### config.mk
export PLATFORM = sky130hd
export DESIGN_NAME = exe_stage_mdu
export DESIGN_NICKNAME = d
export VERILOG_FILES = /design/src/rtl/exe_stage_mdu.sv
export SDC_FILE = /design/constraint.sdc
export NUM_CORES = 2
export LEC_CHECK = 0
export CORE_UTILIZATION = 52
export DETAILED_ROUTE_END_ITERATION = 8
export PLACE_DENSITY = 0.78
export SYNTH_ARGS = -nofsm -noshare
export SYNTH_HDL_FRONTEND = slang
export SYNTH_SLANG_ARGS = --single-unit
### constraint.sdc
create_clock -name clk -period 8.65 [get_ports clk]
set_clock_uncertainty 0.1 [all_clocks]
set_input_delay 1.2975 -clock clk [delete_from_list [all_inputs] [get_ports clk]]
set_output_delay 1.2975 -clock clk [all_outputs]
set_load 0.01 [all_outputs]
### src/rtl/exe_stage_mdu.sv
// exe_stage_mdu: MIPS execute stage with operand forwarding, ALU, branch/JR resolution,
// an iterative multiply/divide unit with HI/LO, and the EX/MEM register. Divider built only with EXE_MDU_DIV_EN.
module exe_stage_mdu #(
  parameter int unsigned W  = 32,
  parameter int unsigned RA = 5,
  parameter int unsigned CW = 7
) (
  input  logic          clk,
  input  logic          rst,
  input  logic          stall_in,
  input  logic          flush,
  input  logic          id_valid,
  input  logic [3:0]    id_op,
  input  logic          id_use_imm,
  input  logic [W-1:0]  id_imm,
  input  logic [W-1:0]  id_pc,
  input  logic [W-1:0]  id_rega,
  input  logic [W-1:0]  id_regb,
  input  logic [RA-1:0] id_rs,
  input  logic [RA-1:0] id_rt,
  input  logic [RA-1:0] id_rd,
  input  logic          id_regwr,
  input  logic [1:0]    id_br,
  input  logic [CW-1:0] id_ctl,
  input  logic [RA-1:0] mem_rd,
  input  logic [RA-1:0] wb_rd,
  input  logic          mem_regwr,
  input  logic          wb_regwr,
  input  logic [W-1:0]  mem_data,
  input  logic [W-1:0]  wb_data,
  output logic          ex_valid,
  output logic          ex_regwr,
  output logic [RA-1:0] ex_rd,
  output logic [CW-1:0] ex_ctl,
  output logic [W-1:0]  ex_result,
  output logic [W-1:0]  ex_storedata,
  output logic [W-1:0]  ex_pc,
  output logic          pc_sel,
  output logic [W-1:0]  pc_target,
  output logic          stall_out,
  output logic          mdu_busy
);

  localparam int unsigned SHW  = $clog2(W);
  localparam int unsigned CNTW = $clog2(W) + 1;

  typedef enum logic [3:0] {
    OP_ADD, OP_SUB, OP_AND, OP_OR, OP_XOR, OP_NOR, OP_SLT, OP_SLTU,
    OP_SLL, OP_SRL, OP_MULT, OP_MULTU, OP_DIV, OP_DIVU, OP_MFHI, OP_MFLO
  } aluOp_t;

  typedef enum logic [1:0] {BR_NONE, BR_BEQ, BR_BNE, BR_JR} brKind_t;

  typedef enum logic {MDU_IDLE, MDU_RUN} mduState_t;

  aluOp_t    op;
  brKind_t   br;
  mduState_t state, stateNext;

  logic [W-1:0]    fwdA, fwdB, opB, aluRes;
  logic [W-1:0]    hiReg, loReg;
  logic [W-1:0]    accReg, mqReg, opbReg;
  logic [CNTW-1:0] cnt;
  logic            negRes;
  logic            live, brTaken, isMduOp, isMfx, mduAccept, mduStart, sgn;
  logic [W-1:0]    magA, magB;
  logic [W:0]      mulSum;
  logic [W-1:0]    nextAcc, nextMq, finHi, finLo;
  logic [2*W-1:0]  prodRaw, prodFix;

`ifdef EXE_MDU_DIV_EN
  logic         isDiv, negRem, divZero;
  logic [W:0]   divShift;
  logic [W-1:0] divSub;
  logic         divGe;
`endif

  assign op = aluOp_t'(id_op);
  assign br = brKind_t'(id_br);

  // Forwarding: MEM stage beats WB stage; register 0 is never forwarded.
  always_comb begin
    fwdA = id_rega;
    if (id_rs != '0) begin
      if (mem_regwr && (mem_rd == id_rs))     fwdA = mem_data;
      else if (wb_regwr && (wb_rd == id_rs))  fwdA = wb_data;
    end
  end

  always_comb begin
    fwdB = id_regb;
    if (id_rt != '0) begin
      if (mem_regwr && (mem_rd == id_rt))     fwdB = mem_data;
      else if (wb_regwr && (wb_rd == id_rt))  fwdB = wb_data;
    end
  end

  assign opB = id_use_imm ? id_imm : fwdB;

  always_comb begin
    aluRes = '0;
    case (op)
      OP_ADD:  aluRes = fwdA + opB;
      OP_SUB:  aluRes = fwdA - opB;
      OP_AND:  aluRes = fwdA & opB;
      OP_OR:   aluRes = fwdA | opB;
      OP_XOR:  aluRes = fwdA ^ opB;
      OP_NOR:  aluRes = ~(fwdA | opB);
      OP_SLT:  aluRes = W'($signed(fwdA) < $signed(opB));
      OP_SLTU: aluRes = W'(fwdA < opB);
      OP_SLL:  aluRes = opB << fwdA[SHW-1:0];
      OP_SRL:  aluRes = opB >> fwdA[SHW-1:0];
      OP_MFHI: aluRes = hiReg;
      OP_MFLO: aluRes = loReg;
      default: aluRes = '0;
    endcase
  end

  assign isMduOp = (op == OP_MULT) || (op == OP_MULTU) || (op == OP_DIV) || (op == OP_DIVU);
  assign isMfx   = (op == OP_MFHI) || (op == OP_MFLO);

`ifdef EXE_MDU_DIV_EN
  assign mduAccept = isMduOp;
  assign sgn       = (op == OP_MULT) || (op == OP_DIV);
`else
  assign mduAccept = (op == OP_MULT) || (op == OP_MULTU);
  assign sgn       = (op == OP_MULT);
`endif

  assign live     = id_valid & ~flush & ~stall_out;
  assign mduStart = live & ~stall_in & (state == MDU_IDLE) & mduAccept;

  always_comb begin
    brTaken = ((br == BR_BEQ) && (fwdA == fwdB)) ||
              ((br == BR_BNE) && (fwdA != fwdB)) ||
              (br == BR_JR);
    pc_sel    = live & brTaken;
    pc_target = (br == BR_JR) ? fwdA : id_pc + (id_imm << 2);
  end

  // MDU FSM: state register
  always_ff @(posedge clk or posedge rst) begin
    if (rst) state <= MDU_IDLE;
    else     state <= stateNext;
  end

  // MDU FSM: next state
  always_comb begin
    stateNext = state;
    case (state)
      MDU_IDLE: if (mduStart) stateNext = MDU_RUN;
      MDU_RUN:  if (!stall_in && (cnt == CNTW'(1))) stateNext = MDU_IDLE;
      default:  stateNext = MDU_IDLE;
    endcase
  end

  // MDU FSM: outputs
  always_comb begin
    mdu_busy  = (state == MDU_RUN);
    stall_out = mdu_busy | (id_valid & isMfx & (state == MDU_RUN));
  end

  assign magA = (sgn && fwdA[W-1]) ? ('0 - fwdA) : fwdA;
  assign magB = (sgn && fwdB[W-1]) ? ('0 - fwdB) : fwdB;

  // Shift-add multiply: {accReg, mqReg} shifts right, multiplier bits leave via mqReg[0].
  assign mulSum = {1'b0, accReg} + (mqReg[0] ? {1'b0, opbReg} : '0);

`ifdef EXE_MDU_DIV_EN
  // Restoring divide: partial remainder in accReg, quotient bits enter mqReg from the right.
  assign divShift = {accReg, mqReg[W-1]};
  assign divGe    = (divShift >= {1'b0, opbReg});
  assign divSub   = divShift[W-1:0] - opbReg;

  always_comb begin
    if (isDiv) begin
      nextAcc = divGe ? divSub : divShift[W-1:0];
      nextMq  = {mqReg[W-2:0], divGe};
    end else begin
      nextAcc = mulSum[W:1];
      nextMq  = {mulSum[0], mqReg[W-1:1]};
    end
  end
`else
  assign nextAcc = mulSum[W:1];
  assign nextMq  = {mulSum[0], mqReg[W-1:1]};
`endif

  assign prodRaw = {nextAcc, nextMq};
  assign prodFix = negRes ? ('0 - prodRaw) : prodRaw;

`ifdef EXE_MDU_DIV_EN
  // Zero divisor leaves the dividend magnitude in accReg, so only LO needs overriding.
  always_comb begin
    if (isDiv) begin
      finLo = divZero ? '1 : (negRes ? ('0 - nextMq) : nextMq);
      finHi = negRem ? ('0 - nextAcc) : nextAcc;
    end else begin
      {finHi, finLo} = prodFix;
    end
  end
`else
  assign {finHi, finLo} = prodFix;
`endif

  always_ff @(posedge clk or posedge rst) begin
    if (rst) begin
      accReg <= '0;
      mqReg  <= '0;
      opbReg <= '0;
      cnt    <= '0;
      negRes <= 1'b0;
      hiReg  <= '0;
      loReg  <= '0;
`ifdef EXE_MDU_DIV_EN
      isDiv   <= 1'b0;
      negRem  <= 1'b0;
      divZero <= 1'b0;
`endif
    end else if (mduStart) begin
      accReg <= '0;
      mqReg  <= magA;
      opbReg <= magB;
      cnt    <= CNTW'(W);
      negRes <= sgn & (fwdA[W-1] ^ fwdB[W-1]);
`ifdef EXE_MDU_DIV_EN
      isDiv   <= (op == OP_DIV) || (op == OP_DIVU);
      negRem  <= sgn & fwdA[W-1];
      divZero <= (fwdB == '0);
`endif
    end else if ((state == MDU_RUN) && !stall_in) begin
      accReg <= nextAcc;
      mqReg  <= nextMq;
      cnt    <= cnt - CNTW'(1);
      if (cnt == CNTW'(1)) begin
        hiReg <= finHi;
        loReg <= finLo;
      end
    end
  end

  // EX/MEM pipeline register; MDU ops retire here without a register write.
  always_ff @(posedge clk or posedge rst) begin
    if (rst) begin
      ex_valid     <= 1'b0;
      ex_regwr     <= 1'b0;
      ex_rd        <= '0;
      ex_ctl       <= '0;
      ex_result    <= '0;
      ex_storedata <= '0;
      ex_pc        <= '0;
    end else if (!stall_in) begin
      if (live) begin
        ex_valid     <= 1'b1;
        ex_regwr     <= id_regwr & ~isMduOp;
        ex_rd        <= id_rd;
        ex_ctl       <= id_ctl;
        ex_result    <= aluRes;
        ex_storedata <= fwdB;
        ex_pc        <= id_pc;
      end else begin
        ex_valid     <= 1'b0;
        ex_regwr     <= 1'b0;
        ex_rd        <= '0;
        ex_ctl       <= '0;
        ex_result    <= '0;
        ex_storedata <= '0;
        ex_pc        <= '0;
      end
    end
  end

endmodule

* Yosys cells after proc, flatten, opt, wreduce, memory -nomap -nowiden
Cells that the tools add are included. Widths: inputs -> output; s select.
Word-level totals: flip-flop bits (word level) 278, input port bits 239, output and inout port bits 145
Cells by class: eq/ne operators 25, muxes and demuxes 29, add/subtract/negate cells 8, order comparisons 2, bitwise gates (word level) 22, reductions and logical operators 22, shift-type cells 2
Operator list (count):
- $mux 32 | 18
- $pmux 32 s12 | 1
- $add 32x32->32 | 2
- $lt 32x32->1 | 2
- $mux 64 | 1
- $sub 1x32->32 const A | 2
- $sub 1x64->64 const A | 1
- $add 32x32->33 | 1
- $and 32x32->32 | 1
- $eq 32x32->1 | 1
- $eq 4x4->1 const B | 8
- $ne 32x32->1 | 1
- $not 32->32 | 1
- $or 32x32->32 | 1
- $shl 32x5->32 | 1
- $shr 32x5->32 | 1
- $sub 32x32->32 | 1
- $xor 32x32->32 | 1
- $eq 5x5->1 | 4
- $eq 4x3->1 const B | 4
- $mux 6 | 2
- $and 1x1->1 | 10
- $logic_and 1x1->1 | 10
- $reduce_bool 5->1 | 2
- 18 further kinds | 33

* Logic depth before layout (Yosys ltp)
depth in word-level cells 12, gate-level depth with buffers 26, depth with buffers taken out 22

* Least setup slack after synthesis
No wires, ideal clock.
path kind input port to flip-flop, start input mem_rd[1], end register ex_result[30], slack 1.569 ns, stages on the path 25, data required time 8.464 ns, path buffers 5, arrival time 6.896 ns, library setup time 0.086 ns, cell sequence xnor2_1 > and4_1 > a2111oi_0 > o21ai_0 > and2_1 > clkbuf_1 > buf_2 > buf_2 > clkbuf_1 > clkbuf_1 > ha_1 > inv_1 > fa_1 > nor2b_1 > o21ai_0 > o21ai_0 > a221o_1 > a311oi_1 > or4_1 > a31oi_1 > a21oi_1 > o21ai_0 > mux2i_1 > a21oi_1 > a32oi_1
On the way: cells in the longest elaborated chain, start to end 9, elaborated cells on any way between the ends 19, classes of those cells 2 x add/sub; 2 x eq/ne; 2 x shift; 7 x mux; 4 x bitwise; 2 x reduce/logical
Ends and longest elaborated chain:
- start: declaration | line 25 | input logic [RA-1:0] mem_rd,
- branches (longest 7 deep; another with $sub 32x32->32)
- $pmux 32 s12 * | line 102 | case (op)
- $mux 32 * | line 253 | if (live) begin
- end signal: assignment | line 258 | ex_result <= aluRes;
- end: declaration | line 35 | output logic [W-1:0] ex_result,
Mark *: on every way between the ends. A chain may end at the register's enable or synchronous reset.

* Worst setup path after layout
start input id_rt[4], end output pc_sel
On the way: cells in the longest elaborated chain, start to end 10, elaborated cells on any way between the ends 15, classes of those cells 4 x eq/ne; 3 x mux; 1 x bitwise; 7 x reduce/logical
Ends and longest elaborated chain:
- start: declaration | line 20 | input logic [RA-1:0] id_rt,
- $eq 5x5->1 | line 94 | else if (wb_regwr && (wb_rd == id_rt)) fwdB = wb_data;
- $logic_and 1x1->1 | line 94
- $mux 32 | line 94
- $mux 32 | line 93 | if (mem_regwr && (mem_rd == id_rt)) fwdB = mem_data;
- $mux 32 * | line 92 | if (id_rt != '0) begin
- $eq 32x32->1 or $ne 32x32->1 (tied branches) | line 134, 135
- $logic_and 1x1->1, on equally long branches | line 134, 135
- $logic_or 1x1->1 * | line 134 | brTaken = ((br == BR_BEQ) && (fwdA == fwdB)) ||
- $logic_or 1x1->1 * | line 135 | ((br == BR_BNE) && (fwdA != fwdB)) ||
- $and 1x1->1 * | line 137 | pc_sel = live & brTaken;
- end: declaration | line 38 | output logic pc_sel,
Every way passes the cells marked *; elsewhere a longest branch is shown, timed or not.

==> out/results.md <==
| Parameter | Reported | Unit |
|:---|:---|:---|
| Total length of routed wires | 150000 | µm |
| Synthesized instance count | 3770 | - |
| Clock tree from TritonCTS | done | - |
| Portion of the clock cycle consumed by the worst path in the final layout | 93.6 | % |
| WS Path Type | primary input to output port | - |
| Via count of the first global-routing pass | 30958 | - |
| Layout overhead on the synthesized area | 21.5 | % |
| Synth top area cells | dfrtp_1 24%, ha_1 7.4%, nand2_1 7.4% | - |
| # Max-Cap Violations | 0 | - |
| Post-layout instance area | 0.0347 | mm² |
| Area fraction in compound gates after synthesis | 28.5 | % |
| Worst setup slack for register-to-register paths | 3.34 | ns |
| Part of the Yosys area used for sequential elements | 24.4 | % |
| Total power consumption of the routed design | 6.70 | mW |
| Pint | 3.77 | mW |
| Switching component of the power | 2.93 | mW |
| Worst hold slack | 0.376 | ns |
| Final count of negative-setup-slack endpoints | 0 | - |
| Peak fanout along the critical path | 27 | - |
| Top cell family by delay on the critical path | simple AND/OR/NAND/NOR gates | - |
| IO Pins | 384 | - |
| Initial standard-cell utilization of the core | 52.9 | % |
| Placement Rows | 85 | - |
| Reg clk slew, reported paths | 0.06 | ns |
| Data required time at the worst endpoint | 7.25 | ns |
| Critical Path End Type | output port | - |
| Flops & latches, synth | 278 | - |
| Post-layout min period | 8.09 | ns |
| DP Wirelength | 115000 | µm |
| Setup WS pre-CTS | 0.624 | ns |
| Share of the synthesized area in the top cell type | 24.4 | % |
| Chip width | 236 | µm |
| Number of hold violations in the final report | 0 | - |
| Number of synthesized flops with an enable pin | 0 | - |
| Biggest area consumer among synthesized cells | dfrtp_1 | - |
| Startpoint kind of the worst setup timing path | primary input | - |
| Largest net degree at the start of global routing | 162 | - |
| Skew-Pair Late Insertion Delay | 0.57 | ns |
| Violated checks | design-rule violations | - |
| GPL Wtd Cong | 1.11 | - |
| Dpl cells | 4722 | - |
| Slowest stage cell on the critical path | o221ai_1 | - |
| Synth Area per Inst | 7.58 | µm² |
| Worst hold path class | flip-flop to flip-flop | - |
| Number of instances on the worst hold path | 2 | - |
| Via density per instance | 7.03 | - |
| Port Buffers | 383 | - |
| Cell Chain, Critical Path | clkdlybuf4s50_1, xor2_1, nor4_2, nand2_1, a21oi_2, buf_4, o221ai_1, xnor2_1, nor4_1, nand4_1, nor2_1, mux2i_1, nor2_1, clkdlybuf4s50_1 | - |
| # H-tree levels | 2 | - |
| Status | finished, violations left | - |
| Root Buffer Master | clkbuf_16 | - |
| Setup TNS | 0 | ns |
| Iteration-0 DRC count of the detailed router | 5535 | - |
| Sequential fraction of design power | 28.2 | % |
| Arrival @ worst endpoint | 6.69 | ns |
| Max_slew headroom | 15.6 | % |
| Power share of the clock group | 24.7 | % |
| End point of the worst hold path | opbReg[3]$_DFFE_PP0P_ | - |
| Gr ovfl total | 0 | - |
| Startpoint of the most critical hold path | opbReg[3]$_DFFE_PP0P_ | - |
| Post-CTS setup-driven buffer insertion count | 0 | - |
| Number of detailed-route iterations in the first pass | 9 | - |
| Most common flop cell mapped by yosys | dfrtp_1 | - |
| Utilization of the core after routing | 64.2 | % |
| Nets@finish | 4475 | - |
| Antenna violations before repair | 10 | - |
| Vias | 33713 | - |
| # hold bufs at CTS | 0 | - |
| Wire length per cell | 31.3 | µm |
| Area of the mapped netlist | 0.0286 | mm² |
| Total power per unit cell area | 193 | mW/mm² |
| Capture instance of the worst register-to-register path | hiReg[31]$_DFFE_PP0P_ | - |
| Async set or reset register ratio after synthesis | 100 | % |
| Number of distinct library cell variants in the gate-level netlist after synthesis | 91 | - |
| ANT nets after route | 0 | - |
| Area after DPL | 0.0334 | mm² |
| Core Area | 0.0540 | mm² |
| Multiplexer share of the synthesized area | 6.33 | % |
| Setup repair after global routing missed its margin | no | - |
| Clock buffers created by TritonCTS | 35 | - |
| Remaining design rule violation count | 4 | - |
| Worst VDD drop | 205 | µV |
| Die area | 0.0559 | mm² |
| LEAKAGE | 14.7 | nW |
| Main combinational cell family by area after synthesis | compound AO/OA/AOI/OAI gates | - |
| Count of buffering cells on the critical path with inverters included | 3 | - |
| First-pass GRT wire length | 214000 | µm |
| Critical path depth | 14 | - |
| Delay of the slowest cell on the worst path | 0.60 | ns |
| Share of final-layout standard cells stronger than drive strength 1 | 7.48 | % |
| Count of cells along the worst register-to-register path | 15 | - |
| Top achievable clock speed | 124 | MHz |
| Finished Layout Cells | 4798 | - |
| Fraction of power spent switching nets | 43.8 | % |
| Synthesized net count | 4182 | - |
| Crit path setup slack, layout | 0.558 | ns |
| Basic-gate share of the synthesized area counting and, or, nand and nor cells | 20.3 | % |
| GRT Overall Usage | 52.1 | % |
| Area share of xor/xnor cells in the synthesized design | 7.21 | % |
| Adder and majority cell fraction of the synthesized area | 7.68 | % |
| Max Transition Viols Final | 0 | - |
| Gates resized, CTS repair | 0 | - |
| Actual transition at the worst max-transition pin | 1.27 | ns |
| Most common cell after layout, fill and taps aside | nand2_1 | - |
| Source of the worst register-to-register timing path | mqReg[0]$_DFFE_PP0P_ | - |
| Maximum number of buffers from clock root to sink | 3 | - |
| Commonest non-fill, non-tap cells in the layout | 562 x nand2_1, 394 x o21ai_0, 381 x clkdlybuf4s50_1 | - |
| Number of synthesis warnings | 0 | - |
| Part of the total power dissipated in combinational logic | 47.1 | % |
| Die Ht | 236 | µm |
| Clock net sink count | 278 | - |
[cell usage after synthesis (30+ instances only)]
cell,number
xor2_1,82
and2_1,52
xnor2_1,153
inv_1,148
nand3_1,110
o21ai_0,394
o221ai_1,42
dfrtp_1,278
a221oi_1,35
a22oi_1,30
mux2i_1,104
ha_1,169
o22a_1,43
nand2_1,563
clkbuf_1,229
nor2_1,257
nor3_1,61
o31ai_1,38
o22ai_1,52
a31oi_1,63
a21oi_1,242
nand4_1,33
a21o_1,41
[cell families after synthesis]
family                     Yosys count
AOI/OAI and AO/OA                 1257
xor gates and xnor gates           235
buffers and inverters              418
and+or+nand+nor                   1265
adders and majority gates          173
muxes                              144
DFF                                278
[power by group through the flow]
stage | sequential, mW | clock, mW | combinational (mW)
3_3_place_gp | 1.88 | 0 | 2.96
2_1_floorplan | 1.81 | 0 | 1.86
6_report | 1.89 | 1.66 | 3.15
4_1_cts | 1.88 | 1.65 | 3.01
3_5_place_dp | 1.89 | 0 | 2.99
5_1_grt | 1.92 | 1.69 | 3.34
[layout make-up]
class,instances,area (µm²)
Clock buffer,46,988
Multi-Input combinational cell,3074,20100
Antenna cell,12,30.0
Fill cell,4790,19300
Inverter,152,574
Timing Repair Buffer,522,4890
Sequential cell,278,6960
Clock inverter,18,273
Tap cell,696,871
[registers in the layout (all words and copies together), names as in the netlist]
name	count
accReg	32
cnt	6
ex_ctl	7
ex_pc	32
ex_rd	5
ex_regwr	1
ex_result	32
ex_storedata	32
ex_valid	1
hiReg	32
loReg	32
mdu_busy	1
mqReg	32
negRes	1
opbReg	32
[layer usage]
layer | wire length (µm) | track usage [%]
met1 | 54700 | 65.3
met2 | 59900 | 72.9
met3 | 21400 | 18.1
met4 | 14200 | 40.3
met5 | 0 | 0
[worst reg2reg max path: cells and delay by family (launching register included)]
kind | cells | cell delay, ns
AOI/OAI and AO/OA | 8 | 2.60
adders and majority gates | 1 | 0.29
buffers and inverters | 1 | 0.32
and+or+nand+nor | 5 | 1.59
DFF | 1 | 0.32
[worst max path at each step]
| stage | startpoint | end | slack (ns) |
|---|---|---|---|
| after global placement | id_rt[4] | ex_result[30]$_DFFE_PP0N_ | 0.69 |
| after global routing | id_rt[4] | pc_sel | 0.39 |
| after CTS | mem_rd[4] | pc_sel | 0.94 |
| after floorplan | mem_rd[1] | ex_result[30]$_DFFE_PP0N_ | 1.57 |
| after detailed placement | id_rt[4] | ex_result[30]$_DFFE_PP0N_ | 0.62 |
| final | id_rt[4] | pc_sel | 0.56 |
No activity file was read; power rests on OpenSTA's default activity.
